### src/rtl/ysyx_24080006_rd_arbiter.sv
// AXI read-channel arbiter: IFU/LSU masters share one outstanding read,
// routed by address to either the CLINT or the external SoC master port.

package ysyx_24080006_axi_pkg;

    typedef struct packed {
        logic        arvalid;
        logic [31:0] araddr;
        logic [3:0]  arid;
        logic [7:0]  arlen;
        logic [2:0]  arsize;
        logic [1:0]  arburst;
        logic        rready;
    } axi_r_m2s_t;

    typedef struct packed {
        logic        arready;
        logic        rvalid;
        logic [1:0]  rresp;
        logic [63:0] rdata;
        logic        rlast;
        logic [3:0]  rid;
    } axi_r_s2m_t;

endpackage

module ysyx_24080006_rd_arbiter
    import ysyx_24080006_axi_pkg::*;
#(
    parameter logic [31:0] CLINT_BASE = 32'h0200_0000,
    parameter logic [31:0] CLINT_MASK = 32'hFFFF_0000
) (
    input  logic       clock,
    input  logic       reset,
    input  axi_r_m2s_t ifu_r_m2s,
    output axi_r_s2m_t ifu_r_s2m,
    input  axi_r_m2s_t lsu_r_m2s,
    output axi_r_s2m_t lsu_r_s2m,
    output axi_r_m2s_t clint_r_m2s,
    input  axi_r_s2m_t clint_r_s2m,
    output axi_r_m2s_t core_r_m2s,
    input  axi_r_s2m_t core_r_s2m
);

    typedef enum logic [1:0] {
        S_IDLE,
        S_AR,
        S_R
    } state_t;

    typedef enum logic {
        M_IFU,
        M_LSU
    } master_t;

    typedef enum logic {
        T_CLINT,
        T_CORE
    } target_t;

    state_t  state,      state_nxt;
    master_t grant,      grant_nxt;
    master_t last_grant, last_grant_nxt;
    target_t target,     target_nxt;
    master_t pick;

    axi_r_m2s_t sel_m2s;
    axi_r_s2m_t sel_s2m;
    logic       ar_phase;
    logic       r_phase;

    function automatic target_t decode(input logic [31:0] addr);
        return ((addr & CLINT_MASK) == CLINT_BASE) ? T_CLINT : T_CORE;
    endfunction

    // Payload muxes hang off the registered selects only, so the AR fields
    // and R beats never depend on the arbitration decision being made.
    assign sel_m2s = (grant == M_LSU) ? lsu_r_m2s : ifu_r_m2s;
    assign sel_s2m = (target == T_CLINT) ? clint_r_s2m : core_r_s2m;

    // Round-robin only matters on a tie; last_grant starts at IFU so LSU wins first.
    always_comb begin
        pick = M_IFU;
        if (ifu_r_m2s.arvalid && lsu_r_m2s.arvalid) begin
            pick = (last_grant == M_IFU) ? M_LSU : M_IFU;
        end else if (lsu_r_m2s.arvalid) begin
            pick = M_LSU;
        end
    end

    always_ff @(posedge clock) begin
        // NOTE: state registers use non-blocking assignments so every flop
        // samples the pre-edge values computed by the combinational logic.
        if (reset) begin
            state      <= S_IDLE;
            grant      <= M_IFU;
            target     <= T_CORE;
            last_grant <= M_IFU;
        end else begin
            state      <= state_nxt;
            grant      <= grant_nxt;
            target     <= target_nxt;
            last_grant <= last_grant_nxt;
        end
    end

    always_comb begin
        // NOTE: every output of this block gets a default first; a path that
        // leaves one unassigned would infer a latch.
        state_nxt      = state;
        grant_nxt      = grant;
        target_nxt     = target;
        last_grant_nxt = last_grant;
        ar_phase       = 1'b0;
        r_phase        = 1'b0;

        case (state)
            S_IDLE: begin
                if (ifu_r_m2s.arvalid || lsu_r_m2s.arvalid) begin
                    grant_nxt  = pick;
                    target_nxt = decode((pick == M_LSU) ? lsu_r_m2s.araddr
                                                        : ifu_r_m2s.araddr);
                    state_nxt  = S_AR;
                end
            end
            S_AR: begin
                ar_phase = 1'b1;
                if (sel_m2s.arvalid && sel_s2m.arready) begin
                    state_nxt      = S_R;
                    last_grant_nxt = grant;
                end
            end
            S_R: begin
                r_phase = 1'b1;
                if (sel_s2m.rvalid && sel_m2s.rready && sel_s2m.rlast) begin
                    state_nxt = S_IDLE;
                end
            end
            default: begin
                state_nxt = S_IDLE;
            end
        endcase
    end

    // Downstream requests: shared payload, handshakes gated to the selected target.
    always_comb begin
        clint_r_m2s         = sel_m2s;
        core_r_m2s          = sel_m2s;
        clint_r_m2s.arvalid = ar_phase && (target == T_CLINT) && sel_m2s.arvalid;
        clint_r_m2s.rready  = r_phase  && (target == T_CLINT) && sel_m2s.rready;
        core_r_m2s.arvalid  = ar_phase && (target == T_CORE)  && sel_m2s.arvalid;
        core_r_m2s.rready   = r_phase  && (target == T_CORE)  && sel_m2s.rready;
    end

    // Upstream responses: shared payload, handshakes gated to the granted master.
    always_comb begin
        ifu_r_s2m         = sel_s2m;
        lsu_r_s2m         = sel_s2m;
        ifu_r_s2m.arready = ar_phase && (grant == M_IFU) && sel_s2m.arready;
        ifu_r_s2m.rvalid  = r_phase  && (grant == M_IFU) && sel_s2m.rvalid;
        ifu_r_s2m.rlast   = r_phase  && (grant == M_IFU) && sel_s2m.rlast;
        lsu_r_s2m.arready = ar_phase && (grant == M_LSU) && sel_s2m.arready;
        lsu_r_s2m.rvalid  = r_phase  && (grant == M_LSU) && sel_s2m.rvalid;
        lsu_r_s2m.rlast   = r_phase  && (grant == M_LSU) && sel_s2m.rlast;
    end

endmodule

### config.mk
export PLATFORM = sky130hd
export DESIGN_NAME = ysyx_24080006_rd_arbiter
export DESIGN_NICKNAME = d
export VERILOG_FILES = /design/src/rtl/ysyx_24080006_rd_arbiter.sv
export SDC_FILE = /design/constraint.sdc
export NUM_CORES = 1
export LEC_CHECK = 0
export ABC_AREA = 0
export CAP_MARGIN = 20
export CORE_AREA = 5 5 190 192
export CTS_CLUSTER_SIZE = 20
export DETAILED_ROUTE_END_ITERATION = 10
export DIE_AREA = 0 0 195 197
export PLACE_DENSITY = 0.45
export SLEW_MARGIN = 30
export SYNTH_ARGS = -nofsm -noshare
export SYNTH_HDL_FRONTEND = slang
export SYNTH_SLANG_ARGS = --single-unit
### constraint.sdc
create_clock -name clock -period 2.2 [get_ports clock]
set_input_delay 0.44 -clock clock [delete_from_list [all_inputs] [get_ports clock]]
set_output_delay 0.44 -clock clock [all_outputs]
set_load 0.005 [all_outputs]
Yosys cells after proc, flatten, opt, wreduce, memory -nomap -nowiden
Index checks and enable logic that the tools add are counted.

Bits in registers: 5. Bits in latches: 0. Bits in writable memories: 0. Memory bits (read-only): 0. Output and inout port bits: 248. Logic and storage cells: 52. Memories kept: 0.

Add/sub/neg operators: 0. Multiply operators: 0. Divide/modulo/power cells: 0. Magnitude comparators: 0. Equality and inequality tests: 6. Shift-type cells: 0. Muxes and demuxes: 13. Bitwise gates (word level): 2. Reductions and logical operators: 27.

Operator list (count): 73-bit two-way mux (1); 51-bit two-way mux (1); 32-bit two-way mux (1); 1-bit logical AND (22); 16-bit by 10-bit equality test with 1-bit output, second input constant (1); 1-bit two-way mux (6); 2-bit two-way mux (3); 2-bit inequality test, second input constant (3); 2-bit case mux with 3 select lines (1); 2-bit AND reduction (2); 3-bit AND reduction (1); 2-bit by 1-bit equality test with 1-bit output, second input constant (1); 2-bit equality test, second input constant (1); 2-bit zero test (1); 1-bit NOT (2); 1-bit logical OR (1).

Depth between registers and ports, before layout
Depth in word-level cells: 5. Depth in mapped cells: 5. Gate-level depth less buffers: 4.

Least setup slack after synthesis
OpenSTA, ideal clock, no wires.

Kind: register -> output. Start: register target. End: output port lsu_r_s2m[57] (netlist bit). Arrival time: 1.292 ns. Required time: 1.760 ns. Setup slack: 0.468 ns. Stages on the path, launching flop included: 6. Path buffers: 4. Cell sequence: dfxtp_1 -> buf_4 -> buf_4 -> buf_2 -> mux2_2 -> buf_4.

RTL lines: from (decl) (line 64) `target_t target, target_nxt;`; from (signal assigned) (line 102) `target <= target_nxt;`; to (decl) (line 38) `output axi_r_s2m_t lsu_r_s2m,`.

==> impl_metrics.json <==
{
  "outcome": "finished clean",
  "fin_area_um2": 8222,
  "crit_path_end_kind": "output port",
  "cts_tree": "built",
  "grtUsageMet3_pct": 2.085,
  "fin_crit_ps": 2165,
  "crit_type": "in -> out",
  "die_h_um": 197,
  "cts_buffers": 3,
  "synth_mux_area_share_pct": 50.05,
  "gp_congestion": 0.8244,
  "clock_latency_ps": 230,
  "synth-main-ff-cell": "dfxtp_1",
  "synth_top_family_by_area": "multiplexers",
  "synth-compound-area-share_pct": 3.236,
  "postLayoutCoreUtil_pct": 24.04,
  "yosys.area_share.adder_pct": 0,
  "crit_arrival_ps": 1720,
  "ctsHtreeMaxLevel": 1,
  "antennaDiodeCount": 0,
  "ys_ff_latch": 5,
  "syn_area_per_cell_um2": 8.855,
  "synth_edf_count": 0,
  "dp_hpwl_um": 18440,
  "fp.dieW_um": 195,
  "start_kind": "input pin",
  "netlist_area_um2": 2745,
  "total_leakage_power_nw": 3.787,
  "die_area_um2": 38420,
  "skew_ps": 3.703,
  "synth-xor-area-share_pct": 0,
  "dp_cells": 1152,
  "vias_per_cell": 3.180,
  "grt_start_max_net_pins": 24,
  "yosysMostFrequentCell": "buf_4",
  "vias": 3749,
  "crit_path_max_fanout": 2,
  "fin_crit_sh_pct": 98.39,
  "postRouteAntennaNets": 0,
  "yosysWarnings": 0,
  "nets": 975,
  "grt_pass1_vias": 4140,
  "syn_nets": 560,
  "area_growth_pct": 199.5,
  "fmax_mhz": 462.0,
  "hp-class": "reg -> reg",
  "post-route-drc-count": 0,
  "yosysUniqueCellTypes": 26,
  "ctsHoldBuffers": 0,
  "use_met1_pct": 11.05,
  "maxCapViolCount": 0,
  "clkTransAtPathRegs_ps": 40,
  "max_slew_margin_pct": 75.41,
  "cp.required_ps": 1760,
  "clock-sinks": 5,
  "place_area_um2": 7551,
  "start_util_pct": 8.026,
  "finalNonFillerCells": 1179,
  "drt_wl_total_um": 21840,
  "cts_buffer_depth": 2,
  "num_io_pins": 498,
  "synth_largest_area_cell": "mux2_2",
  "cts_root_buf": "clkbuf_16",
  "fin_ws_ps": 35.35,
  "synthTopCellsByArea": "mux2_2, buf_4, dfxtp_1, buf_2, nor4_1",
  "grt_use_met2_pct": 18.47,
  "busiest_layer": "met2",
  "rows": 68,
  "place_ws_ps": -491.6,
  "rsz0062_at_grt": "yes",
  "max_slew.worst_pin.slew_ps": 363.7,
  "drive_gt1_share_pct": 25.14,
  "core_um2": 34200,
  "syn_inst": 310,
  "antenna_found_initial": 0,
  "powerDensity_nw_per_um2": 241.7,
  "synthArstFlopShare_pct": 0,
  "yosysTopAreaCellShare_pct": 48.81,
  "track_usage_pct": 9.606,
  "synth_seq_area_share_pct": 3.646,
  "power.total_mw": 1.987,
  "io_buffers": 497,
  "grt_overflow": 0,
  "setup_viol": 0,
  "hold_viol_final": 0,
  "drt_iter0_drc": 44,
  "dr.pass1.iters": 4,
  "post_drt_wl_per_cell_um": 18.53,
  "grt_pass1_wl_um": 28180,
  "drv_slew": 0,
  "yosys-top-cells-count": "buf_4, mux2_2, buf_2, nor4_1, nor2_1",
  "peakVddDrop_mv": 0.2352,
  "yosys.area_share.simple_pct": 7.612
}
-- metal layers --
metal	vias up	share of wire [%]
met5	-	0
met4	0	1.1
met3	12	6.2
met2	228	53
met1	1703	40
li1	1806	-
-- final cells by class --
cell class	instances	area [µm²]
timing repair buffer	544	5707
tap	455	569.3
fill	3701	25980
multi-input combinational	171	1759
clock buffer	4	78.83
sequential	5	107.6
-- registers in the layout, summed over array words and instances, names as in the netlist --
name	flops
target	1
grant	1
last_grant	1
state	2
-- path summary, 6_finish.rpt --
check	from	endpoint	slack [ps]	depth (start not counted)
max	core_r_s2m[27]	lsu_r_s2m[27]	40	3
min	last_grant	last_grant	560	2
max reg2reg	target	last_grant	430	9
min reg2reg	last_grant	last_grant	560	2
-- critical path, cell delays in order --
cell and delay (ps):
clkdlybuf4s50_1 520, mux2_2 240, clkdlybuf4s50_1 530
-- through the flow --
stage / TNS [ps] / hold slack [ps]
final: 0 / 564.1
after global routing: -15.39 / 585.7
after CTS: -859.9 / 570.7
after detailed placement: -1511 / 560.5
after global placement: -1443 / 559.7
after floorplan: 0 / 508.9
-- timing repair --
item | 4_1_cts | 5_1_grt
cloned | 2 | 6
pin swaps | 2 | 1
endpoints found under the setup margin | 115 | 162
buffers inserted | 2 | 13
gates resized for setup | 63 | 85
-- logic make-up after synthesis --
kind of cell	Yosys count
DFF	5
muxes	122
and+or+nand+nor	36
AOI/OAI and AO/OA	13
buffers and inverters	134
-- placed cells by master (no fill, tap or decap), types with 2 or more instances in the layout --
| cell | instances |
|---|---|
| a21oi_1 | 4 |
| buf_12 | 7 |
| buf_16 | 2 |
| buf_4 | 29 |
| buf_8 | 2 |
| clkbuf_16 | 8 |
| clkdlybuf4s50_1 | 381 |
| dfxtp_1 | 3 |
| dfxtp_4 | 2 |
| dlygate4sd2_1 | 36 |
| dlymetal6s2s_1 | 79 |
| mux2_2 | 106 |
| mux2_4 | 13 |
| mux2i_2 | 3 |
| nand2_1 | 3 |
| nand2b_1 | 3 |
| nor2_1 | 6 |
| nor3_1 | 4 |
| nor4_1 | 8 |
| nor4b_1 | 2 |
| o21ai_0 | 2 |
-- power breakdown --
part | leakage (nW) | switching [mW] | internal [mW]
clock network | 0.0382 | 0.0594 | 0.240
registers | 0.0414 | 0.00894 | 0.0952
logic | 3.71 | 0.475 | 1.11
total | 3.79 | 0.543 | 1.44
Note: power is estimated with default switching activity, not from simulation.
